File: src/rtl/muldiv_pkg.sv
// Shared definitions for the HI/LO multiply/divide controller: op codes, FSM states,
// divide step count and a small magnitude helper.
package muldiv_pkg;

  typedef enum logic [2:0] {
    OpMult  = 3'd0,
    OpMultu = 3'd1,
    OpDiv   = 3'd2,
    OpDivu  = 3'd3,
    OpMthi  = 3'd4,
    OpMtlo  = 3'd5
  } op_e;

  typedef enum logic [1:0] {
    StIdle = 2'd0,
    StMul  = 2'd1,
    StDiv  = 2'd2,
    StDone = 2'd3
  } state_e;

  localparam int unsigned DIV_STEPS = 32;
  localparam int unsigned CNT_W     = $clog2(DIV_STEPS);

  function automatic logic [31:0] abs32(input logic [31:0] v);
    return v[31] ? (~v + 32'd1) : v;
  endfunction

endpackage

File: src/rtl/div_iter_core.sv
// One radix-2 restoring divide step: shift the next dividend bit into the partial
// remainder, subtract the divisor if it fits, and shift the quotient bit in.
module div_iter_core (
  input  logic [31:0] i_rem,
  input  logic [31:0] i_quo,
  input  logic [31:0] i_divisor,
  output logic [31:0] o_rem,
  output logic [31:0] o_quo
);

  logic [32:0] w_shift;
  logic [32:0] w_diff;

  assign w_shift = {i_rem, i_quo[31]};
  assign w_diff  = w_shift - {1'b0, i_divisor};

  // A non-negative difference is always below the divisor, so it fits in 32 bits.
  always_comb begin
    o_rem = w_shift[31:0];
    o_quo = {i_quo[30:0], 1'b0};
    if (!w_diff[32]) begin
      o_rem = w_diff[31:0];
      o_quo = {i_quo[30:0], 1'b1};
    end
  end

endmodule

File: src/rtl/muldiv_ctrl.sv
// HI/LO multiply/divide controller: single-cycle multiply, 32-step iterative divide,
// MTHI/MTLO writes, pipeline stall and cancel handling.
module muldiv_ctrl
  import muldiv_pkg::*;
(
  input  logic        clk,
  input  logic        resetn,
  input  logic        op_valid,
  input  logic [2:0]  op,
  input  logic [31:0] src_a,
  input  logic [31:0] src_b,
  input  logic        cancel,
  output logic        busy,
  output logic        done,
  output logic [31:0] hi_out,
  output logic [31:0] lo_out
);

  state_e             r_state, w_state_nxt;
  logic [CNT_W-1:0]   r_cnt;
  op_e                r_op;
  logic [31:0]        r_a, r_b, r_rem, r_quo, r_hi, r_lo;
  logic               r_neg_q, r_neg_r;

  op_e                w_op;
  logic               w_accept, w_is_mul, w_is_div, w_last;
  logic [31:0]        w_dvsr, w_rem_nxt, w_quo_nxt, w_rem_fix, w_quo_fix;
  logic [63:0]        w_ext_a, w_ext_b, w_prod;

  assign w_op     = op_e'(op);
  assign w_accept = (r_state == StIdle) & op_valid & ~cancel;
  assign w_is_mul = (w_op == OpMult) | (w_op == OpMultu);
  assign w_is_div = (w_op == OpDiv) | (w_op == OpDivu);
  assign w_last   = (r_cnt == CNT_W'(DIV_STEPS - 1));

  // Signed divide iterates on magnitudes; signs are restored on the final write.
  assign w_dvsr    = (r_op == OpDiv) ? abs32(r_b) : r_b;
  assign w_quo_fix = r_neg_q ? (~w_quo_nxt + 32'd1) : w_quo_nxt;
  assign w_rem_fix = r_neg_r ? (~w_rem_nxt + 32'd1) : w_rem_nxt;

  assign w_ext_a = {{32{(r_op == OpMult) & r_a[31]}}, r_a};
  assign w_ext_b = {{32{(r_op == OpMult) & r_b[31]}}, r_b};
  assign w_prod  = w_ext_a * w_ext_b;

  div_iter_core u_div_iter_core (
    .i_rem     (r_rem),
    .i_quo     (r_quo),
    .i_divisor (w_dvsr),
    .o_rem     (w_rem_nxt),
    .o_quo     (w_quo_nxt)
  );

  always_ff @(posedge clk or negedge resetn) begin
    if (!resetn) r_state <= StIdle;
    else         r_state <= w_state_nxt;
  end

  always_comb begin
    w_state_nxt = r_state;
    unique case (r_state)
      StIdle: begin
        if (w_accept && w_is_mul)      w_state_nxt = StMul;
        else if (w_accept && w_is_div) w_state_nxt = StDiv;
      end
      StMul:  w_state_nxt = cancel ? StIdle : StDone;
      StDiv: begin
        if (cancel)      w_state_nxt = StIdle;
        else if (w_last) w_state_nxt = StDone;
      end
      StDone: w_state_nxt = StIdle;
      default: w_state_nxt = StIdle;
    endcase
  end

  always_comb begin
    busy = ((r_state == StIdle) & op_valid & ~cancel & (w_is_mul | w_is_div)) |
           (r_state == StMul) | (r_state == StDiv);
    done = (r_state == StDone);
  end

  always_ff @(posedge clk or negedge resetn) begin
    if (!resetn) begin
      r_cnt   <= '0;
      r_op    <= OpMult;
      r_a     <= '0;
      r_b     <= '0;
      r_rem   <= '0;
      r_quo   <= '0;
      r_neg_q <= 1'b0;
      r_neg_r <= 1'b0;
      r_hi    <= '0;
      r_lo    <= '0;
    end else begin
      case (r_state)
        StIdle: begin
          if (w_accept) begin
            r_op    <= w_op;
            r_a     <= src_a;
            r_b     <= src_b;
            r_cnt   <= '0;
            r_rem   <= '0;
            r_quo   <= (w_op == OpDiv) ? abs32(src_a) : src_a;
            r_neg_q <= (w_op == OpDiv) & (src_a[31] ^ src_b[31]);
            r_neg_r <= (w_op == OpDiv) & src_a[31];
            if (w_op == OpMthi) r_hi <= src_a;
            if (w_op == OpMtlo) r_lo <= src_a;
          end
        end
        StMul: begin
          if (!cancel) begin
            r_hi <= w_prod[63:32];
            r_lo <= w_prod[31:0];
          end
        end
        StDiv: begin
          if (cancel) begin
            r_cnt <= '0;
          end else begin
            r_rem <= w_rem_nxt;
            r_quo <= w_quo_nxt;
            r_cnt <= r_cnt + 1'b1;
            if (w_last) begin
              if (r_b == 32'd0) begin
                r_lo <= 32'hFFFF_FFFF;
                r_hi <= r_a;
              end else begin
                r_lo <= w_quo_fix;
                r_hi <= w_rem_fix;
              end
            end
          end
        end
        default: ;
      endcase
    end
  end

  assign hi_out = r_hi;
  assign lo_out = r_lo;

endmodule

File: config.mk
export PLATFORM = sky130hd
export DESIGN_NAME = muldiv_ctrl
export DESIGN_NICKNAME = d
export VERILOG_FILES = /design/src/rtl/muldiv_pkg.sv /design/src/rtl/div_iter_core.sv /design/src/rtl/muldiv_ctrl.sv
export SDC_FILE = /design/constraint.sdc
export NUM_CORES = 2
export LEC_CHECK = 0
export CAP_MARGIN = 20
export CORE_MARGIN = 2
export CORE_UTILIZATION = 40
export DETAILED_ROUTE_END_ITERATION = 10
export SKIP_CTS_REPAIR_TIMING = 1
export SLEW_MARGIN = 0
export SYNTH_ARGS = -nofsm -noshare
export SYNTH_HDL_FRONTEND = slang
export SYNTH_SLANG_ARGS = --single-unit
File: constraint.sdc
create_clock -name clk -period 13.1 [get_ports clk]
set_input_delay 1.31 -clock clk [delete_from_list [all_inputs] [get_ports clk]]
set_output_delay 1.31 -clock clk [all_outputs]
set_load 0.03 [all_outputs]
==> flow_summary.json <==
{
  "cts_tree": "yes",
  "drive_gt1_share_pct": 4.556,
  "grt_use_met2_pct": 42.62,
  "hpwl_microns": 131900,
  "synth.distinct_cells": 85,
  "ys_seq_area_share_pct": 9.768,
  "finalSetupViolCount": 0,
  "rsz0062_at_grt": "no",
  "wl_per_cell_microns": 22.14,
  "rows": 132,
  "grt_usage_pct": 25.80,
  "slew_headroom_pct": 22.05,
  "yosys_warnings": 0,
  "start_util_pct": 40.31,
  "clk_pin_slew_ns": 0.06,
  "grt_max_degree": 93,
  "route.detailed.drc": 0,
  "synth.area.top_cells": "fa_1 43%, dfrtp_1 9.8%, inv_1 8.4%",
  "grt_pass1_wl_microns": 262600,
  "fin_skew_ns": 0.02651,
  "dieArea_sq_um": 133600,
  "clockBufferDepth": 3,
  "worstPathRequired_ns": 13.55,
  "r2r_slack_ns": 2.51,
  "drtIter0Drc": 3405,
  "max_cap_violations": 0,
  "worstRegToRegCells": 27,
  "finalHoldViolCount": 0,
  "layout_commonest_cell": "inv_1",
  "arrival_ns": 11.04,
  "synthCells": 5937,
  "antenna_found_initial": 6,
  "die_x_microns": 365.5,
  "ys.flop_type": "dfrtp_1",
  "worst_skew_pair.late_latency_ns": 0.58,
  "status": "finished clean",
  "syn_nets": 7388,
  "end_kind": "register",
  "die_y_microns": 365.5,
  "period_needed_ns": 10.59,
  "grtUsageMet1_pct": 34.41,
  "cp-endpoint": "hi_out[30]",
  "tns_ns": 0,
  "synth_top_area_cell": "fa_1",
  "clock.fmax_mhz": 94.39,
  "mostFrequentLayoutCells": "1175 x inv_1, 1126 x fa_1, 992 x nand2_1",
  "nets": 7270,
  "crit_type": "register to register",
  "area_growth_pct": 7.307,
  "rr_startpoint": "r_op[2]",
  "seq_area_sq_um": 5109,
  "nFillCells": 12860,
  "grt_pass1_vias": 42870,
  "grt-ovfl-total": 0,
  "synth_edf_count": 0,
  "drt_pass1_iterations": 6,
  "cts_num_sinks": 204,
  "place_congestion": 0.9644,
  "syn_area_per_cell_sq_um": 8.803,
  "r2r-end": "hi_out[30]",
  "routed_wirelength_microns": 167900,
  "met3_usage_pct": 3.990,
  "netlist_area_sq_um": 52260,
  "worstMarginPinSlew_ns": 1.169,
  "cts.htree.levels": 1,
  "via_per_inst": 5.445,
  "startpoint": "r_op[2]",
  "vias": 41290,
  "synth.top_cell.area_share_pct": 43.13,
  "ant_nets": 0,
  "numCtsBuffers": 25,
  "grt-busiest-layer": "met2",
  "synth-seq-cells": 204,
  "io_buffers": 136,
  "cp_max_fo": 13,
  "async_reset_ff_share_pct": 100.0,
  "final_max_slew_viol_count": 0,
  "critPathLaunchType": "register",
  "fin_crit_sh_pct": 80.87,
  "core-area_sq_um": 129600,
  "ios": 137,
  "hp-class": "register to register",
  "clockRootBuffer": "clkbuf_16",
  "multi_input_area_sq_um": 41330
}
## metal layers
metal | vias to the layer above | wire, microns
met5 | - | 40
met4 | 6 | 7199
met3 | 291 | 11850
met2 | 1486 | 79600
met1 | 21630 | 69170
li1 | 17880 | -
## cells by family (layout without fill, tap and decap cells)
kind of cell               after synthesis  after routing  synth area share (%)
and+or+nand+nor                       1763           1763                 15.35
buffers and inverters                 1561           1462                 11.25
adders and majority gates             1380           1380                 49.21
AOI/OAI and AO/OA                      744            744                 9.260
DFF                                    204            204                 9.768
xor gates and xnor gates               191            191                 3.201
muxes                                   94             94                 1.966
other                                    0              2                     0
## how the worst min path moves through the flow
| stage | startpoint | end | slack, ns | cells past startpoint |
|---|---|---|---|---|
| after global placement | lo_out[12] | lo_out[12] | 0.46 | 1 |
| after global routing | hi_out[21] | hi_out[21] | 0.50 | 2 |
| final | lo_out[12] | lo_out[12] | 0.48 | 1 |
| after floorplan | r_rem[29] | r_rem[29] | 0.47 | 2 |
| after detailed placement | hi_out[21] | hi_out[21] | 0.47 | 2 |
| after CTS | hi_out[21] | hi_out[21] | 0.48 | 2 |
## cells in the mapped netlist, types with 6 or more instances
cell / n
mux2_2: 69
buf_1: 62
a221oi_1: 42
a211o_1: 6
or3_1: 25
o21a_1: 22
o2111ai_1: 7
nand4_1: 18
a31oi_1: 21
a311oi_1: 7
nand2_1: 996
o21bai_1: 13
mux2i_1: 25
or2_2: 16
nand3_1: 52
inv_1: 1175
fa_1: 1126
nor4_1: 14
and3_1: 35
o31ai_1: 60
or4_1: 14
a21o_1: 49
xor2_1: 90
buf_2: 8
and2_1: 301
nand2b_1: 16
nor3_1: 45
nand3b_1: 6
clkbuf_1: 313
a211oi_1: 18
nor2_1: 198
ha_1: 254
dfrtp_1: 204
o31a_1: 6
o211ai_1: 27
o21ai_0: 202
xnor2_1: 101
o41ai_1: 15
o22ai_1: 10
a21oi_1: 179
## worst max-delay path, cell delays in order, from the launching register on
cell	delay [ns]
dfrtp_1	0.40
nor3_2	0.20
and2_1	0.93
nand2_1	0.23
inv_1	0.19
fa_1	0.49
fa_1	0.57
fa_1	0.66
inv_1	0.30
fa_1	0.59
inv_1	0.05
fa_1	0.47
fa_1	0.55
inv_1	0.06
fa_1	0.46
fa_1	0.49
inv_1	0.04
ha_1	0.43
nand3_1	0.22
nor4_1	0.93
o2111a_1	0.52
o21ai_1	0.16
nand3_1	0.15
a41oi_1	0.26
mux2i_1	0.18
o31ai_1	0.42
a21oi_1	0.12
or3_1	0.37
## sequential cells by signal, indices dropped and copies added, names as in the netlist
| name | cells |
|---|---|
| r_neg_q | 1 |
| r_state | 2 |
| r_b | 32 |
| r_quo | 32 |
| lo_out | 32 |
| r_rem | 32 |
| r_a | 32 |
| r_cnt | 5 |
| hi_out | 32 |
| r_op | 3 |
| r_neg_r | 1 |
## area by class of cell
cell class	instances	share of cell area [%]
Timing Repair Buffer	239	3.913
Clock buffer	35	1.272
Tap cell	1742	3.887
Clock inverter	11	0.2410
Inverter	1177	7.878
Multi-Input combinational cell	4172	73.69
Antenna cell	2	0.008924
Sequential cell	204	9.110
## stage by stage
| stage | area (sq um) | std cells | util, % | setup WS (ns) | hold slack [ns] |
|---|---|---|---|---|---|
| after floorplan | 52260 | 5937 | - | 4.806 | 0.4697 |
| after global placement | 55140 | 7530 | 42.53 | 2.907 | 0.4612 |
| after detailed placement | 55150 | 7531 | 42.54 | 2.860 | 0.4667 |
| after CTS | 56000 | 7577 | 43.19 | 2.838 | 0.4805 |
| after global routing | 56080 | 7581 | 43.25 | 2.261 | 0.5011 |
| final | 56080 | 7582 | 43.26 | 2.506 | 0.4797 |
Power is not shown: default switching activity piles up to over one toggle a cycle in this logic, so the estimate is an artifact.
